===== src/rtl/ofm_requant_pack.sv =====
// Buffers per-column conv sums, requantizes them through a shared 2-stage pipe
// and packs four int8 results per column into 32-bit OFM words.
module ofm_requant_pack #(
    parameter int COL        = 8,
    parameter int SUM_WIDTH  = 32,
    parameter int FIFO_DEPTH = 4
) (
    input  logic                     clk,
    input  logic                     rst,
    input  logic [15:0]              cfg_mult,
    input  logic [4:0]               cfg_shift,
    input  logic                     cfg_relu,
    input  logic [COL*SUM_WIDTH-1:0] sum,
    input  logic [COL-1:0]           sum_valid,
    input  logic                     flush,
    output logic                     ofm_valid,
    input  logic                     ofm_ready,
    output logic [31:0]              ofm_data,
    output logic [$clog2(COL)-1:0]   ofm_col,
    output logic [2:0]               ofm_bytes,
    output logic                     flush_done,
    output logic [COL-1:0]           ovf_err
);
    localparam int CW = $clog2(COL);
    localparam int AW = $clog2(FIFO_DEPTH);
    localparam int PW = SUM_WIDTH + 17;
    localparam logic signed [PW-1:0] SAT_MAX = PW'(127);
    localparam logic signed [PW-1:0] SAT_MIN = PW'(-128);

    // Column FIFOs
    logic [SUM_WIDTH-1:0] fifo_mem [COL][FIFO_DEPTH];
    logic [AW-1:0]        wr_ptr [COL];
    logic [AW-1:0]        rd_ptr [COL];
    logic [AW:0]          fifo_cnt [COL];
    logic [COL-1:0]       nonempty, full, push, pop_vec;

    // Arbiter and pipe
    logic                 en, pop;
    logic [CW-1:0]        gnt, rr_ptr;
    logic [SUM_WIDTH-1:0] pop_data;
    logic signed [PW-1:0] a_ext, b_ext, prod;
    logic                 s1_valid;
    logic signed [PW-1:0] s1_prod;
    logic [CW-1:0]        s1_col;
    logic signed [PW-1:0] rnd, rsum, shifted, relu_r;
    logic [7:0]           sat_byte;
    logic                 s2_valid;
    logic [7:0]           s2_byte;
    logic [CW-1:0]        s2_col;

    // Packer and flush
    logic [1:0]           pend_cnt [COL];
    logic [7:0]           pend_byte [COL][3];
    logic                 flush_pending, drained, part_any;
    logic [CW-1:0]        part_col;
    logic [31:0]          pad_word;

    // Output handshake: a word transfers on any rising edge where ofm_valid and
    // ofm_ready are both high; while ofm_valid && !ofm_ready the whole pipe
    // freezes and the output register holds data/col/bytes unchanged.
    assign en = !(ofm_valid && !ofm_ready);

    always_comb begin
        for (int c = 0; c < COL; c++) begin
            nonempty[c] = (fifo_cnt[c] != '0);
            full[c]     = (fifo_cnt[c] == (AW+1)'(FIFO_DEPTH));
        end
    end

    // Round-robin: first nonempty column at or after rr_ptr, wrapping.
    always_comb begin
        int  idx;
        logic found;
        idx   = 0;
        found = 1'b0;
        gnt   = '0;
        for (int i = 0; i < COL; i++) begin
            idx = int'(rr_ptr) + i;
            if (idx >= COL) idx = idx - COL;
            if (!found && nonempty[idx]) begin
                found = 1'b1;
                gnt   = CW'(idx);
            end
        end
        pop     = en && found;
        pop_vec = '0;
        if (pop) pop_vec[gnt] = 1'b1;
    end

    always_comb begin
        for (int c = 0; c < COL; c++)
            push[c] = sum_valid[c] && (!full[c] || pop_vec[c]);
    end

    always_ff @(posedge clk) begin
        for (int c = 0; c < COL; c++)
            if (push[c]) fifo_mem[c][wr_ptr[c]] <= sum[c*SUM_WIDTH +: SUM_WIDTH];
    end

    always_ff @(posedge clk or posedge rst) begin
        if (rst) begin
            for (int c = 0; c < COL; c++) begin
                wr_ptr[c]   <= '0;
                rd_ptr[c]   <= '0;
                fifo_cnt[c] <= '0;
            end
            ovf_err <= '0;
            rr_ptr  <= '0;
        end else begin
            for (int c = 0; c < COL; c++) begin
                if (push[c])    wr_ptr[c] <= wr_ptr[c] + 1'b1;
                if (pop_vec[c]) rd_ptr[c] <= rd_ptr[c] + 1'b1;
                case ({push[c], pop_vec[c]})
                    2'b10:   fifo_cnt[c] <= fifo_cnt[c] + 1'b1;
                    2'b01:   fifo_cnt[c] <= fifo_cnt[c] - 1'b1;
                    default: fifo_cnt[c] <= fifo_cnt[c];
                endcase
                if (sum_valid[c] && full[c] && !pop_vec[c]) ovf_err[c] <= 1'b1;
            end
            if (pop) rr_ptr <= (gnt == CW'(COL-1)) ? '0 : gnt + 1'b1;
        end
    end

    // Signed sum times zero-extended multiplier; the true product fits in PW bits.
    assign pop_data = fifo_mem[gnt][rd_ptr[gnt]];
    assign a_ext    = {{17{pop_data[SUM_WIDTH-1]}}, pop_data};
    assign b_ext    = {{(SUM_WIDTH+1){1'b0}}, cfg_mult};
    assign prod     = a_ext * b_ext;

    always_comb begin
        rnd      = (cfg_shift == 5'd0) ? '0 : (PW'(1) << (cfg_shift - 5'd1));
        rsum     = s1_prod + rnd;
        shifted  = rsum >>> cfg_shift;
        relu_r   = (cfg_relu && shifted[PW-1]) ? '0 : shifted;
        if (relu_r > SAT_MAX)      sat_byte = 8'h7F;
        else if (relu_r < SAT_MIN) sat_byte = 8'h80;
        else                       sat_byte = relu_r[7:0];
    end

    always_ff @(posedge clk or posedge rst) begin
        if (rst) begin
            s1_valid <= 1'b0;
            s1_prod  <= '0;
            s1_col   <= '0;
            s2_valid <= 1'b0;
            s2_byte  <= '0;
            s2_col   <= '0;
        end else if (en) begin
            s1_valid <= pop;
            if (pop) begin
                s1_prod <= prod;
                s1_col  <= gnt;
            end
            s2_valid <= s1_valid;
            if (s1_valid) begin
                s2_byte <= sat_byte;
                s2_col  <= s1_col;
            end
        end
    end

    // Sums still arriving count as not drained so they land before the flush.
    assign drained = (nonempty == '0) && !s1_valid && !s2_valid && (sum_valid == '0);

    always_comb begin
        part_any = 1'b0;
        part_col = '0;
        for (int c = COL-1; c >= 0; c--) begin
            if (pend_cnt[c] != 2'd0) begin
                part_any = 1'b1;
                part_col = CW'(c);
            end
        end
        pad_word = '0;
        for (int l = 0; l < 3; l++)
            if (2'(l) < pend_cnt[part_col]) pad_word[l*8 +: 8] = pend_byte[part_col][l];
    end

    always_ff @(posedge clk or posedge rst) begin
        if (rst) begin
            for (int c = 0; c < COL; c++) begin
                pend_cnt[c] <= '0;
                for (int l = 0; l < 3; l++) pend_byte[c][l] <= '0;
            end
            ofm_valid     <= 1'b0;
            ofm_data      <= '0;
            ofm_col       <= '0;
            ofm_bytes     <= '0;
            flush_done    <= 1'b0;
            flush_pending <= 1'b0;
        end else begin
            flush_done <= 1'b0;
            if (flush && !flush_pending) flush_pending <= 1'b1;
            if (en) begin
                ofm_valid <= 1'b0;
                if (s2_valid) begin
                    if (pend_cnt[s2_col] == 2'd3) begin
                        ofm_valid        <= 1'b1;
                        ofm_data         <= {s2_byte, pend_byte[s2_col][2],
                                             pend_byte[s2_col][1], pend_byte[s2_col][0]};
                        ofm_col          <= s2_col;
                        ofm_bytes        <= 3'd4;
                        pend_cnt[s2_col] <= 2'd0;
                    end else begin
                        pend_byte[s2_col][pend_cnt[s2_col]] <= s2_byte;
                        pend_cnt[s2_col] <= pend_cnt[s2_col] + 2'd1;
                    end
                end else if (flush_pending && drained) begin
                    if (part_any) begin
                        ofm_valid          <= 1'b1;
                        ofm_data           <= pad_word;
                        ofm_col            <= part_col;
                        ofm_bytes          <= {1'b0, pend_cnt[part_col]};
                        pend_cnt[part_col] <= 2'd0;
                    end else begin
                        flush_done    <= 1'b1;
                        flush_pending <= 1'b0;
                    end
                end
            end
        end
    end

endmodule


===== config.mk =====
export PLATFORM = sky130hd
export DESIGN_NAME = ofm_requant_pack
export DESIGN_NICKNAME = d
export VERILOG_FILES = /design/src/rtl/ofm_requant_pack.sv
export SDC_FILE = /design/constraint.sdc
export NUM_CORES = 2
export LEC_CHECK = 0
export CAP_MARGIN = 10
export CORE_MARGIN = 2
export CORE_UTILIZATION = 56
export DETAILED_ROUTE_END_ITERATION = 8
export GPL_TIMING_DRIVEN = 0
export PLACE_DENSITY = 0.79
export SYNTH_ARGS = -nofsm -noshare
export SYNTH_HDL_FRONTEND = slang
export SYNTH_SLANG_ARGS = --single-unit

===== constraint.sdc =====
create_clock -name clk -period 11.92 [get_ports clk]
set_clock_uncertainty 0.05 [all_clocks]
set_input_delay 1.192 -clock clk [delete_from_list [all_inputs] [get_ports clk]]
set_output_delay 1.192 -clock clk [all_outputs]
set_load 0.02 [all_outputs]

==> impl_metrics.json <==
{
  "outcome": "finished with violations",
  "dr.pass1.iters": 9,
  "htreeDepth": 4,
  "hp-class": "flop to flop",
  "syn_inst": 7733,
  "syn_nets": 8717,
  "drv_slew": 0,
  "overflow": 0,
  "cts_max_path_buffers": 3,
  "maxCapViolCount": 0,
  "grt.total_usage": 0.453,
  "period_needed_ps": 11890,
  "worstSetupEndpoint": "s1_prod[48]$_DFFE_PP0P_",
  "num_rows": 142,
  "setup_viol": 0,
  "ys.flop_type": "edfxtp_1",
  "port_buffers": 336,
  "worstReg2RegEnd": "s1_prod[48]$_DFFE_PP0P_",
  "grt_pass1_vias": 70749,
  "antenna_found_initial": 53,
  "crit_required_ps": 12470,
  "layout_common_cells": "1383 x nand2_1, 1024 x edfxtp_1, 672 x inv_1, 497 x fa_1, 381 x dfrtp_1",
  "setup_slack_ps": 29.9,
  "async_flop_share": 0.271,
  "initial_utilization": 0.564,
  "gp_congestion": 1.07,
  "cts_buffers": 145,
  "startpoint_type": "flop",
  "hold_viol": 0,
  "cts_tree": "built",
  "place_ws_ps": -2630,
  "nets": 9293,
  "avgViaCountPerCell": 6.97,
  "path_delay_family": "compound AO/OA/AOI/OAI gates",
  "dieWidth_um": 393,
  "crit_fanout": 10,
  "wirelength_mm": 353,
  "ys_types": 102,
  "clkTransAtPathRegs_ps": 60,
  "slew-limit-headroom": 0.0724,
  "dp_hpwl_mm": 255,
  "cp_slowest_stage_delay_ps": 650,
  "r2r_cells": 44,
  "synth_top_area_share": 0.363,
  "synth-seq-area-share": 0.475,
  "rsz0062_at_grt": "yes",
  "grt_max_degree": 119,
  "synth_edf_count": 1024,
  "synthTopCellsByArea": "edfxtp_1 36%, fa_1 12%, dfrtp_1 11%, nand2_1 6.1%, inv_1 3.0%",
  "yosysTopAreaCell": "edfxtp_1",
  "utilization": 0.660,
  "core-area_mm2": 0.150,
  "ys_warn_count": 0,
  "grt_pass1_wl_mm": 495,
  "cts-root-buf": "clkbuf_16",
  "postCtsHoldBufs": 0,
  "timing.rr.start": "rr_ptr[1]$_DFFE_PP0P_",
  "die_y_um": 393,
  "cp.depth": 44,
  "critPathCaptureType": "flop",
  "num_io_pins": 338,
  "cp_num_buf_inv": 11,
  "area_delta_synth_final_pct": 16.8,
  "cts.sinks": 1405,
  "startpoint": "rr_ptr[1]$_DFFE_PP0P_",
  "clock_latency_ps": 840,
  "syn_area_mm2": 0.0847,
  "fmax_ghz": 0.0841,
  "drt_iter0_markers": 13239,
  "vias": 73093,
  "syn_avg_cell_area_um2": 11.0,
  "layout-drive-gt1-share": 0.126,
  "slowest_stage": "a211oi_2",
  "cp.arrival_ps": 12440,
  "fin_crit_sh": 0.997,
  "violations": "DRC",
  "layout_commonest_cell": "nand2_1",
  "ys_seq_elements": 1405,
  "routedWlPerCell_um": 33.7,
  "crit_type": "flop to flop",
  "final.setup.tns_ps": 0,
  "holdWs_ps": 405,
  "die-area_mm2": 0.154,
  "antenna_left": 0,
  "nFillCells": 10953,
  "route.detailed.drc": 3,
  "worst_slew_pin_slew_ps": 1380,
  "r2r_slack_ps": 30
}
==> sequential cells by signal (all words and copies together), names as in the netlist <==
| name | count |
|---|---|
| s2_byte | 8 |
| fifo_mem | 1024 |
| s2_valid | 1 |
| wr_ptr | 16 |
| pend_cnt | 16 |
| flush_pending | 1 |
| rr_ptr | 3 |
| s1_valid | 1 |
| s1_prod | 49 |
| ovf_err | 8 |
| ofm_col | 3 |
| flush_done | 1 |
| s2_col | 3 |
| ofm_data | 32 |
| ofm_valid | 1 |
| rd_ptr | 16 |
| ofm_bytes | 3 |
| s1_col | 3 |
| fifo_cnt | 24 |
| pend_byte | 192 |
==> kinds of logic after synthesis <==
family,share of synthesized area
AND/OR/NAND/NOR,0.144
flip-flops,0.475
AO/OA/AOI/OAI,0.122
buffers and inverters,0.0548
adder cells (fa/ha/maj),0.147
multiplexers,0.0432
XOR/XNOR,0.0145
other,0.0000443
==> cell type report <==
type,count,area [um2],area share
Inverter,681,2580,0.0260
Timing Repair Buffer,433,4640,0.0469
Clock buffer,190,3940,0.0398
Multi-Input combinational cell,5156,41000,0.414
Sequential cell,1405,40300,0.407
Clock inverter,75,918,0.00928
Tap cell,2016,2520,0.0255
Antenna cell,46,115,0.00116
Buffer,487,3000,0.0303
==> stage by stage <==
stage                     cell area [um2]  instances
final                               99000      10489
after detailed placement            91700      10142
after global routing                98900      10462
after floorplan                     84700       7733
after CTS                           97900      10424
after global placement              90600      10085
==> worst reg2reg max path, delay by kind of cell (launching register included) <==
kind	cells	cell delay (ps)
adder cells (fa/ha/maj)	8	3800
buffers and inverters	11	1320
AO/OA/AOI/OAI	16	4000
AND/OR/NAND/NOR	5	1110
XOR/XNOR	1	140
multiplexers	3	900
flip-flops	1	370
==> how the worst min path moves through the flow <==
stage | startpoint | to | slack [ps] | depth (start not counted)
floorplan | s1_col[1]$_DFFE_PP0P_ | s2_col[1]$_DFFE_PP0P_ | 390 | 2
detailed placement | ovf_err[2]$_DFFE_PP0P_ | ovf_err[2]$_DFFE_PP0P_ | 400 | 1
global route | s1_col[1]$_DFFE_PP0P_ | s2_col[1]$_DFFE_PP0P_ | 430 | 2
CTS | ovf_err[2]$_DFFE_PP0P_ | ovf_err[2]$_DFFE_PP0P_ | 410 | 1
global placement | ovf_err[2]$_DFFE_PP0P_ | ovf_err[2]$_DFFE_PP0P_ | 390 | 1
finish | ovf_err[2]$_DFFE_PP0P_ | ovf_err[2]$_DFFE_PP0P_ | 410 | 1
==> routing by layer <==
layer / vias to the layer above / track usage / share of wire
met5: - / 0.00319 / 0.00083
met4: 32 / 0.323 / 0.098
met3: 2089 / 0.189 / 0.16
met2: 7303 / 0.646 / 0.41
met1: 34993 / 0.555 / 0.33
li1: 28676 / - / -
==> cell usage after synthesis (all sizes together) (125+ instances only) <==
cell	n
mux2	215
a311oi	227
a211oi	165
nor2	193
inv	677
clkbuf	297
and3	125
nand2	1383
o21ai	191
and2	428
buf	194
fa	498
a21oi	131
ha	196
dfrtp	381
nand3	210
edfxtp	1024
==> what timing repair did <==
item | 4_1_cts | 5_1_grt
endpoints found under the setup margin | 34 | 19
pin swaps | 14 | 26
hold endpoints to repair | 0 | 0
gates resized for setup | 405 | 263
buffers inserted | 20 | 19
Power is left out: the tool's default activity adds up to more than one toggle a clock period on the data nets, which glitch-free logic cannot reach.
